**config.mk**
```make
export PLATFORM = sky130hd
export DESIGN_NAME = id_ex_stage
export DESIGN_NICKNAME = d
export VERILOG_FILES = /design/src/rtl/id_ex_stage.sv
export SDC_FILE = /design/constraint.sdc
export NUM_CORES = 1
export LEC_CHECK = 0
export ABC_AREA = 1
export BUFFER_PORTS_ARGS = -buffer_cell sky130_fd_sc_hd__buf_2
export CAP_MARGIN = 0
export CORE_AREA = 2 2 237 239
export DETAILED_ROUTE_END_ITERATION = 10
export DIE_AREA = 0 0 239 241
export SYNTH_ARGS = -nofsm -noshare
export SYNTH_HDL_FRONTEND = slang
export SYNTH_SLANG_ARGS = --single-unit
export TNS_END_PERCENT = 5
```
**constraint.sdc**
```tcl
create_clock -name clock -period 1.7 [get_ports clock]
set_clock_uncertainty 0.15 [all_clocks]
set_input_delay 0.17 -clock clock [delete_from_list [all_inputs] [get_ports clock]]
set_output_delay 0.17 -clock clock [all_outputs]
set_load 0.01 [all_outputs]
```
**src/rtl/id_ex_stage.sv**
```systemverilog
`default_nettype none
// ============================================================================
// Module   : id_ex_stage
// Brief    : ID/EX pipeline register with load-use hazard bubble, branch flush
//            squash and a saturating load-use stall counter.
// Revision : 1.0
// ============================================================================
module id_ex_stage #(
    parameter int DATA_WIDTH      = 64,
    parameter int STALL_CNT_WIDTH = 16
) (
    input  logic                       clock,
    input  logic                       reset,
    input  logic                       flush,
    input  logic                       id_Reg2Loc,
    input  logic                       id_ALUSrc,
    input  logic                       id_MemtoReg,
    input  logic                       id_Branch,
    input  logic                       id_MemRead,
    input  logic                       id_MemWrite,
    input  logic                       id_RegWrite,
    input  logic                       id_Uncondbranch,
    input  logic                       id_Branchlink,
    input  logic                       id_Branchreg,
    input  logic                       id_not_zero,
    input  logic                       id_CB_instr,
    input  logic [1:0]                 id_ALUOp,
    input  logic [10:0]                id_opcode,
    input  logic [DATA_WIDTH-1:0]      id_pc,
    input  logic [DATA_WIDTH-1:0]      id_rdata1,
    input  logic [DATA_WIDTH-1:0]      id_rdata2,
    input  logic [DATA_WIDTH-1:0]      id_imm,
    input  logic [4:0]                 id_rn,
    input  logic [4:0]                 id_reg2,
    input  logic [4:0]                 id_rd,
    output logic                       ex_ALUSrc,
    output logic                       ex_MemtoReg,
    output logic                       ex_Branch,
    output logic                       ex_MemRead,
    output logic                       ex_MemWrite,
    output logic                       ex_RegWrite,
    output logic                       ex_Uncondbranch,
    output logic                       ex_Branchlink,
    output logic                       ex_Branchreg,
    output logic                       ex_not_zero,
    output logic                       ex_CB_instr,
    output logic [1:0]                 ex_ALUOp,
    output logic [10:0]                ex_opcode,
    output logic [DATA_WIDTH-1:0]      ex_pc,
    output logic [DATA_WIDTH-1:0]      ex_rdata1,
    output logic [DATA_WIDTH-1:0]      ex_rdata2,
    output logic [DATA_WIDTH-1:0]      ex_imm,
    output logic [4:0]                 ex_rn,
    output logic [4:0]                 ex_reg2,
    output logic [4:0]                 ex_rd,
    output logic                       ex_valid,
    output logic                       pc_write,
    output logic                       if_id_write,
    output logic [STALL_CNT_WIDTH-1:0] stall_count
);

    localparam int                       C_CTRL_W = 13;
    localparam logic [4:0]               C_XZR    = 5'd31;
    localparam logic [STALL_CNT_WIDTH-1:0] C_CNT_MAX = {STALL_CNT_WIDTH{1'b1}};

    logic [C_CTRL_W-1:0]        ctrl_d, ctrl_q;
    logic                       valid_d, valid_q;
    logic [STALL_CNT_WIDTH-1:0] stall_d, stall_q;
    logic [10:0]                opcode_q;
    logic [DATA_WIDTH-1:0]      pc_q, rdata1_q, rdata2_q, imm_q;
    logic [4:0]                 rn_q, reg2_q, rd_q;

    logic w_reg2_used;
    logic w_hazard;
    logic w_bubble;

    // Only the registered load's destination matters; XZR reads are always zero.
    assign w_reg2_used = id_Reg2Loc | ~id_ALUSrc;
    assign w_hazard    = ctrl_q[9] & valid_q & (rd_q != C_XZR) &
                         ((rd_q == id_rn) | (w_reg2_used & (rd_q == id_reg2)));
    assign w_bubble    = flush | w_hazard;

    // A flush discards the stalled instruction, so it must never freeze fetch.
    assign pc_write    = reset | flush | ~w_hazard;
    assign if_id_write = pc_write;

    always_comb begin
        ctrl_d  = {C_CTRL_W{1'b0}};
        valid_d = 1'b0;
        stall_d = stall_q;
        if (!w_bubble) begin
            ctrl_d  = {id_ALUSrc, id_MemtoReg, id_Branch, id_MemRead, id_MemWrite,
                       id_RegWrite, id_Uncondbranch, id_Branchlink, id_Branchreg,
                       id_not_zero, id_CB_instr, id_ALUOp};
            valid_d = 1'b1;
        end
        if (w_hazard && !flush && (stall_q != C_CNT_MAX)) begin
            stall_d = stall_q + 1'b1;
        end
    end

    always_ff @(posedge clock) begin
        if (reset) begin
            ctrl_q   <= '0;
            valid_q  <= 1'b0;
            stall_q  <= '0;
            opcode_q <= '0;
            pc_q     <= '0;
            rdata1_q <= '0;
            rdata2_q <= '0;
            imm_q    <= '0;
            rn_q     <= '0;
            reg2_q   <= '0;
            rd_q     <= '0;
        end else begin
            ctrl_q   <= ctrl_d;
            valid_q  <= valid_d;
            stall_q  <= stall_d;
            opcode_q <= id_opcode;
            pc_q     <= id_pc;
            rdata1_q <= id_rdata1;
            rdata2_q <= id_rdata2;
            imm_q    <= id_imm;
            rn_q     <= id_rn;
            reg2_q   <= id_reg2;
            rd_q     <= id_rd;
        end
    end

    assign {ex_ALUSrc, ex_MemtoReg, ex_Branch, ex_MemRead, ex_MemWrite,
            ex_RegWrite, ex_Uncondbranch, ex_Branchlink, ex_Branchreg,
            ex_not_zero, ex_CB_instr, ex_ALUOp} = ctrl_q;

    assign ex_valid    = valid_q;
    assign ex_opcode   = opcode_q;
    assign ex_pc       = pc_q;
    assign ex_rdata1   = rdata1_q;
    assign ex_rdata2   = rdata2_q;
    assign ex_imm      = imm_q;
    assign ex_rn       = rn_q;
    assign ex_reg2     = reg2_q;
    assign ex_rd       = rd_q;
    assign stall_count = stall_q;

endmodule
`default_nettype wire

```
After elaboration in Yosys (flattened, before gate mapping)
Index checks and enable logic that the tools add are counted.
{"block": "word_totals", "register_bits": 312, "latchBits": 0, "mem_bits_rw": 0, "rom_bits": 0, "input_bits": 299, "output_inout_bits": 314, "wordCells": 32, "mem_count": 0}
{"block": "op_classes", "n_addsub": 1, "mul": 0, "div": 0, "order_cmp": 0, "eq_ne": 4, "shift": 0, "muxes": 1, "bitwise_logic": 11, "n_reduce_logical": 4}
{"op": "adder 16 x 1 -> 16 bit (second input constant)", "count": 1}
{"op": "inequality test 16 bit (second input constant)", "count": 1}
{"op": "equality test 5 bit", "count": 2}
{"op": "inequality test 5 bit (second input constant)", "count": 1}
{"op": "bitwise OR 1 bit", "count": 5}
{"op": "bitwise AND 1 bit", "count": 4}
{"op": "logical AND 1 bit", "count": 2}
{"op": "inverter 1 bit", "count": 2}
{"op": "OR reduction 2 bit", "count": 1}
{"op": "zero test 1 bit", "count": 1}
{"op": "2-to-1 mux 1 bit", "count": 1}

Logic depth before layout (Yosys ltp)
Gate-level depths: netlist (run 1).
{"block": "logic_depth", "word_depth": 7, "ltp_mapped": 11, "mapped_depth_nobuf": 11}

Least setup slack after synthesis (run 1)
OpenSTA, ideal clock, no wires.
{"block": "synth_path", "kind": "reg-to-output", "from": "reg rd_q[3] (netlist: ex_rd[3])", "to": "out pc_write", "arrival_time_ns": 1.395, "required_time_ns": 1.380, "slack_ns": -0.015, "path_stages_with_launch": 11, "path_buffers": 1, "cell_sequence": "dfxtp_1 inv_2 nand2_1 nand2_1 nor2_1 nand3_1 nand2_2 nand2_2 nor2_4 nand2_1 buf_4"}
{"block": "synth_between", "elab_chain_cells": 6, "elab_cells_between_ends": 9, "cone_classes": "eq/ne (3); bitwise (6)"}
{"item": "start, declared", "line_no": "71", "text": "logic [4:0] rn_q, reg2_q, rd_q;"}
{"item": "start signal, assigned", "line_no": "126", "text": "rd_q <= id_rd;"}
{"item": "equality test 5 bit", "line_no": "80", "text": "((rd_q == id_rn) | (w_reg2_used & (rd_q == id_reg2)));"}
{"item": "bitwise AND 1 bit", "line_no": "80"}
{"item": "bitwise OR 1 bit", "line_no": "80"}
{"item": "bitwise AND 1 bit (*)", "line_no": "79", "text": "assign w_hazard = ctrl_q[9] & valid_q & (rd_q != C_XZR) &"}
{"item": "inverter 1 bit (*)", "line_no": "84", "text": "assign pc_write = reset | flush | ~w_hazard;"}
{"item": "bitwise OR 1 bit (*)", "line_no": "84"}
{"item": "end, declared", "line_no": "57", "text": "output logic pc_write,"}
Every way passes the cells marked *; elsewhere a longest branch is shown, timed or not.

Worst setup path in the final report (run 1)
{"block": "layout_path", "from": "reg rd_q[1] (netlist: ex_rd[1])", "to": "out if_id_write"}
{"block": "layout_between", "elab_chain_cells": 6, "elab_cells_between_ends": 9, "cone_classes": "eq/ne (3); bitwise (6)"}
{"item": "equality test 5 bit", "line_no": "80"}
{"item": "bitwise AND 1 bit", "line_no": "80"}
{"item": "bitwise OR 1 bit", "line_no": "80"}
{"item": "bitwise AND 1 bit (*)", "line_no": "79"}
{"item": "inverter 1 bit (*)", "line_no": "84"}
{"item": "bitwise OR 1 bit (*)", "line_no": "84"}
{"item": "end, declared", "line_no": "58", "text": "output logic if_id_write,"}
Marks and branches as above.

==> flow_metrics.tcl, run 1 <==
set metrics [dict create \
    status "finished with violations" \
    violations "negative setup slack" \
    ys.flop_type "dfxtp_1" \
    yosysTopAreaCell "dfxtp_1" \
    grt_setup_unrepaired "true" \
    antenna_found_initial 4 \
    area_delta_synth_final_pct 91.5 \
    synth.most_common_cell "nor2_1" \
    drt_iter0_markers 298 \
    finalSetupViolCount 9 \
    critical_path_class "reg -> out" \
    die_y_um 241 \
    via_per_inst 3.53 \
    ys_seq_elements 312 \
    max_cap_violations 0 \
    clk_pin_slew_ns 0.06 \
    arrival_ns 1.75 \
    p_per_area_nw_per_um2 978 \
    fmax_mhz 483 \
    slew_headroom 0.705 \
    fin_crit_ns 2.07 \
    r2r_cells 13 \
    cts_sinks 312 \
    final_util 0.329 \
    finalPower_mw 17.7 \
    p_clk_frac 0.439 \
    min_from "reset" \
    yosysWarningCount 0 \
    place.gp.congestion 0.845 \
    required_ns 1.38 \
    hold_depth 3 \
    drive_gt1_frac 0.343 \
    grt_pass1_vias 10229 \
    track_usage 0.117 \
    async_reset_ff_frac 0 \
    wl_um 36400 \
    drt_pass1_iterations 4 \
    power_leakage_nw 10.0 \
    synth_common_cells "nor2_1, inv_1, dfxtp_1" \
    comb_power_share 0.121 \
    grt.overflow.total 0 \
    peakVddDrop_mv 0.624 \
    worst_slack_ns -0.370 \
    coreArea_um2 54900 \
    fin_crit_sh 1.22 \
    yosysSeqAreaShare 0.662 \
    hold_class "in -> reg" \
    p_sw_mw 4.09 \
    syn_area_per_cell_um2 8.47 \
    synthesis.area_um2 9440 \
    critPathLaunch "ex_rd[1]$_SDFF_PP0_" \
    cts_htree_levels 2 \
    synth_top_area_frac 0.662 \
    io_buffers 612 \
    cp-end-kind "output pin" \
    r2r-start "ex_rd[1]$_SDFF_PP0_" \
    startpoint_type "flop" \
    drc 0 \
    clk_latency_ns 0.53 \
    synth.area.top_cells "dfxtp_1, nor2_1, inv_1" \
    intPower_mw 13.6 \
    hold_viol 0 \
    final_nets 2389 \
    rows 86 \
    die_w_um 239 \
    power_switching_share 0.232 \
    synth_fp_nets 1414 \
    slew_viol_final 0 \
    cts_tree "yes" \
    worst_pin_slew_ns 0.440 \
    finalSetupTns_ns -0.837 \
    wl_per_cell_um 12.9 \
    ys_types 27 \
    ios 613 \
    grt_pass1_wl_um 52900 \
    dp_hpwl_um 24100 \
    crit_fanout 5 \
    dr_total_vias 9954 \
    cts_root_buf "clkbuf_16" \
    initial_utilization 0.172 \
    ant_nets 0 \
    grt_max_degree 95 \
    die-area_um2 57600 \
    numCtsBuffers 35 \
    pwr-share-seq 0.440 \
    fillers 5522 \
    max-clock-path-buffers 3 \
    synth-edff-count 0 \
    synth_cells 1114 \
]
-- registers in the layout, summed over array words and instances, names as in the netlist --
register / cells
ex_valid: 1
ex_rd: 5
ctrl_q: 13
ex_opcode: 11
ex_reg2: 5
stall_count: 16
ex_rdata1: 64
ex_imm: 64
ex_rdata2: 64
ex_pc: 64
ex_rn: 5
-- final timing paths --
| path | end | slack [ns] |
|---|---|---|
| max | if_id_write | -0.37 |
| max reg2reg | stall_count[9]$_SDFFE_PP0P_ | -0.02 |
| min reg2reg | stall_count[9]$_SDFFE_PP0P_ | 0.37 |
| min | ex_imm[61]$_SDFF_PP0_ | 0.05 |
-- power by group through the flow --
stage	sequential, mW	clock (mW)	combinational (mW)
6_report	7.78	7.75	2.13
5_1_grt	7.81	8.27	2.31
4_1_cts	7.78	8.01	2.10
3_5_place_dp	7.93	0	1.49
3_3_place_gp	7.92	0	1.48
2_1_floorplan	8.14	0	0.395
-- area by class of cell --
class	count	area [um^2]	share of cell area
Timing Repair Buffer	972	6670	0.369
Clock inverter	7	113	0.00623
Clock buffer	53	1060	0.0584
Inverter	318	1190	0.0661
Tap cell	704	881	0.0488
Sequential cell	312	6260	0.347
Multi-Input combinational cell	450	1880	0.104
Antenna cell	4	10.0	0.000554
-- layer usage --
layer / up-vias / GRT usage / share of wire
met5: - / 0 / 0
met4: 0 / 0.0682 / 0.046
met3: 114 / 0.0367 / 0.078
met2: 422 / 0.213 / 0.51
met1: 4392 / 0.119 / 0.37
li1: 5026 / - / -
-- critical path, cell delays in order, from the launching register on --
cell and delay (ns):
dfxtp_4 0.36, inv_2 0.04, nand2_1 0.04, nand2_1 0.04
nor2_1 0.11, nand3_1 0.09, nand2_2 0.09, nand2_2 0.07
nor2_4 0.14, nand2_2 0.09, buf_6 0.14
-- through the flow --
step / setup slack [ns] / hold WS [ns] / std cells / area (um^2)
after floorplan: 0.00891 / 0.120 / 1114 / 9440
after global placement: 0.0116 / 0.218 / 2420 / 13500
after detailed placement: -0.0358 / 0.226 / 2420 / 13500
after CTS: -0.492 / 0.0104 / 2815 / 18000
after global routing: -0.522 / 0.0442 / 2820 / 18100
final: -0.370 / 0.0472 / 2820 / 18100
-- layout by cell type, fill, tap and decap left out, drive strengths merged --
cell,Yosys,layout
inv,317,317
nand2,72,72
clkbuf,32,54
dlygate4sd3,0,333
dfxtp,312,312
clkinv,1,4
o21ai,3,3
nor2,344,344
o2111ai,1,1
bufinv,0,3
clkinvlp,0,1
nor3,2,2
o21bai,2,2
xor2,1,1
nand4,7,7
buf,2,638
ha,1,1
xnor2,1,1
a21oi,5,5
nand3,11,11
diode,0,4
-- repair_timing --
| item | in CTS | in global routing |
|---|---|---|
| buffers inserted | 2 | 1 |
| hold buffers | 333 | 0 |
| hold endpoints to repair | 298 | 0 |
| setup endpoints to repair | 17 | 32 |
| pin swaps | 2 | 11 |
| gates resized for setup | 5 | 11 |
-- kinds of logic after synthesis --
| group | share of synthesized area |
|---|---|
| XOR/XNOR | 0.00186 |
| AO/OA/AOI/OAI | 0.00796 |
| adder cells (fa/ha/maj) | 0.00133 |
| AND/OR/NAND/NOR | 0.186 |
| flip-flops | 0.662 |
| buffers and inverters | 0.141 |
Note: power is estimated with default switching activity, not from simulation.
==> inputs of run 2 (changes only) <==
- SKIP_CTS_REPAIR_TIMING: unset -> 1
- SKIP_LAST_GASP: unset -> 1
==> flow_metrics.tcl, run 2 (synthesis results as in run 1) <==
set metrics [dict create \
    status "finished with violations" \
    violations "negative setup slack" \
    cts_sinks 312 \
    hold_viol 0 \
    place.gp.congestion 0.845 \
    grt_pass1_vias 8102 \
    wl_per_cell_um 12.8 \
    drc 0 \
    crit_fanout 6 \
    grt_setup_unrepaired "true" \
    wl_um 36100 \
    ant_nets 0 \
    startpoint_type "flop" \
    fmax_mhz 465 \
    placed_area_um2 13500 \
    ios 613 \
    clk_pin_slew_ns 0.06 \
    fin_cells 2817 \
    final_nets 2387 \
    via_per_inst 3.49 \
    clk_latency_ns 0.53 \
    track_usage 0.0987 \
    fillers 5529 \
    grt_max_degree 95 \
    die-area_um2 57600 \
    arrival_ns 1.83 \
    initial_utilization 0.172 \
    drt_iter0_markers 370 \
    die_w_um 239 \
    grt_pass1_wl_um 43800 \
    drt_pass1_iterations 4 \
    numCtsBuffers 35 \
    finalSetupTns_ns -1.14 \
    finalSetupViolCount 11 \
    dp_hpwl_um 24100 \
    met1_length_um 13700 \
    grt.overflow.total 0 \
    required_ns 1.38 \
    worst_pin_slew_ns 0.443 \
    layout_commonest_cell "buf_2" \
    wl_met2_um 18800 \
    placed_cells 2420 \
    fin_crit_ns 2.15 \
    antenna_found_initial 3 \
    cts_root_buf "clkbuf_16" \
    cts_htree_levels 2 \
    fin_area_um2 18000 \
    routed.top_layer "met4" \
    max-clock-path-buffers 3 \
    cp-end-kind "output pin" \
    area_delta_synth_final_pct 90.9 \
    hold_class "in -> reg" \
    worst_slack_ns -0.451 \
    max_cap_violations 0 \
    cts_tree "yes" \
    dr_total_vias 9826 \
    drive_gt1_frac 0.341 \
    rows 86 \
    die_y_um 241 \
    final_cell_mix "buf_2, nor2_1, dlygate4sd3_1" \
    critical_path_class "reg -> out" \
    slew_headroom 0.703 \
    io_buffers 612 \
    p_per_area_nw_per_um2 980 \
    slew_viol_final 0 \
    fin_crit_sh 1.27 \
    peakVddDrop_mv 0.705 \
    power_leakage_nw 9.97 \
    coreArea_um2 54900 \
    dr_wl_met3_um 2590 \
]
[run 2: path summary, 6_finish.rpt]
| check | slack [ns] | to | depth (start not counted) | startpoint |
|---|---|---|---|---|
| hold / removal | 0.02 | ex_rdata1[13]$_SDFF_PP0_ | 3 | reset |
| setup reg to reg | -0.04 | stall_count[11]$_SDFFE_PP0P_ | 13 | ex_rd[1]$_SDFF_PP0_ |
| hold reg to reg | 0.37 | stall_count[9]$_SDFFE_PP0P_ | 2 | stall_count[9]$_SDFFE_PP0P_ |
| setup / recovery | -0.45 | if_id_write | 10 | ex_rd[1]$_SDFF_PP0_ |
[run 2: area by class of cell]
type / count / area (um^2) / area share
timing repair buffer: 970 / 6640 / 0.369
antenna: 3 / 7.51 / 0.000417
multi-input combinational: 450 / 1860 / 0.103
sequential: 312 / 6260 / 0.348
inverter: 318 / 1190 / 0.0663
clock inverter: 7 / 113 / 0.00625
clock buffer: 53 / 1060 / 0.0586
tap: 704 / 881 / 0.0489
[run 2: stage by stage]
stage | util | power [mW] | hold WS (ns) | worst slack, ns
final | 0.328 | 17.6 | 0.0157 | -0.451
after global routing | 0.328 | 18.4 | 0.00390 | -0.622
after CTS | 0.267 | 17.3 | -0.358 | -0.644
after detailed placement | 0.246 | 9.42 | 0.226 | -0.0358
after global placement | 0.246 | 9.40 | 0.218 | 0.0116
after floorplan | - | 8.54 | 0.120 | 0.00891
[run 2: metal layers]
layer	vias to the layer above	track usage
li1	5020	-
met1	4370	0.105
met2	362	0.173
met3	74	0.0382
met4	0	0.0455
met5	-	0
[run 2: report_power, final]
group,switching (mW),internal [mW],total (mW),leakage (nW)
Clock,3.02,4.73,7.75,0.571
Combinational,0.963,1.16,2.12,6.80
Sequential,0.0978,7.68,7.78,2.60
[run 2: critical path, cell delays in order, from the launching register on]
cell,delay [ns]
dfxtp_4,0.36
inv_2,0.04
nand2_1,0.04
nand2_1,0.05
nor2_1,0.12
nand3_1,0.09
nand2_2,0.10
nand2_2,0.07
nor2_4,0.20
nand2_2,0.08
buf_2,0.15
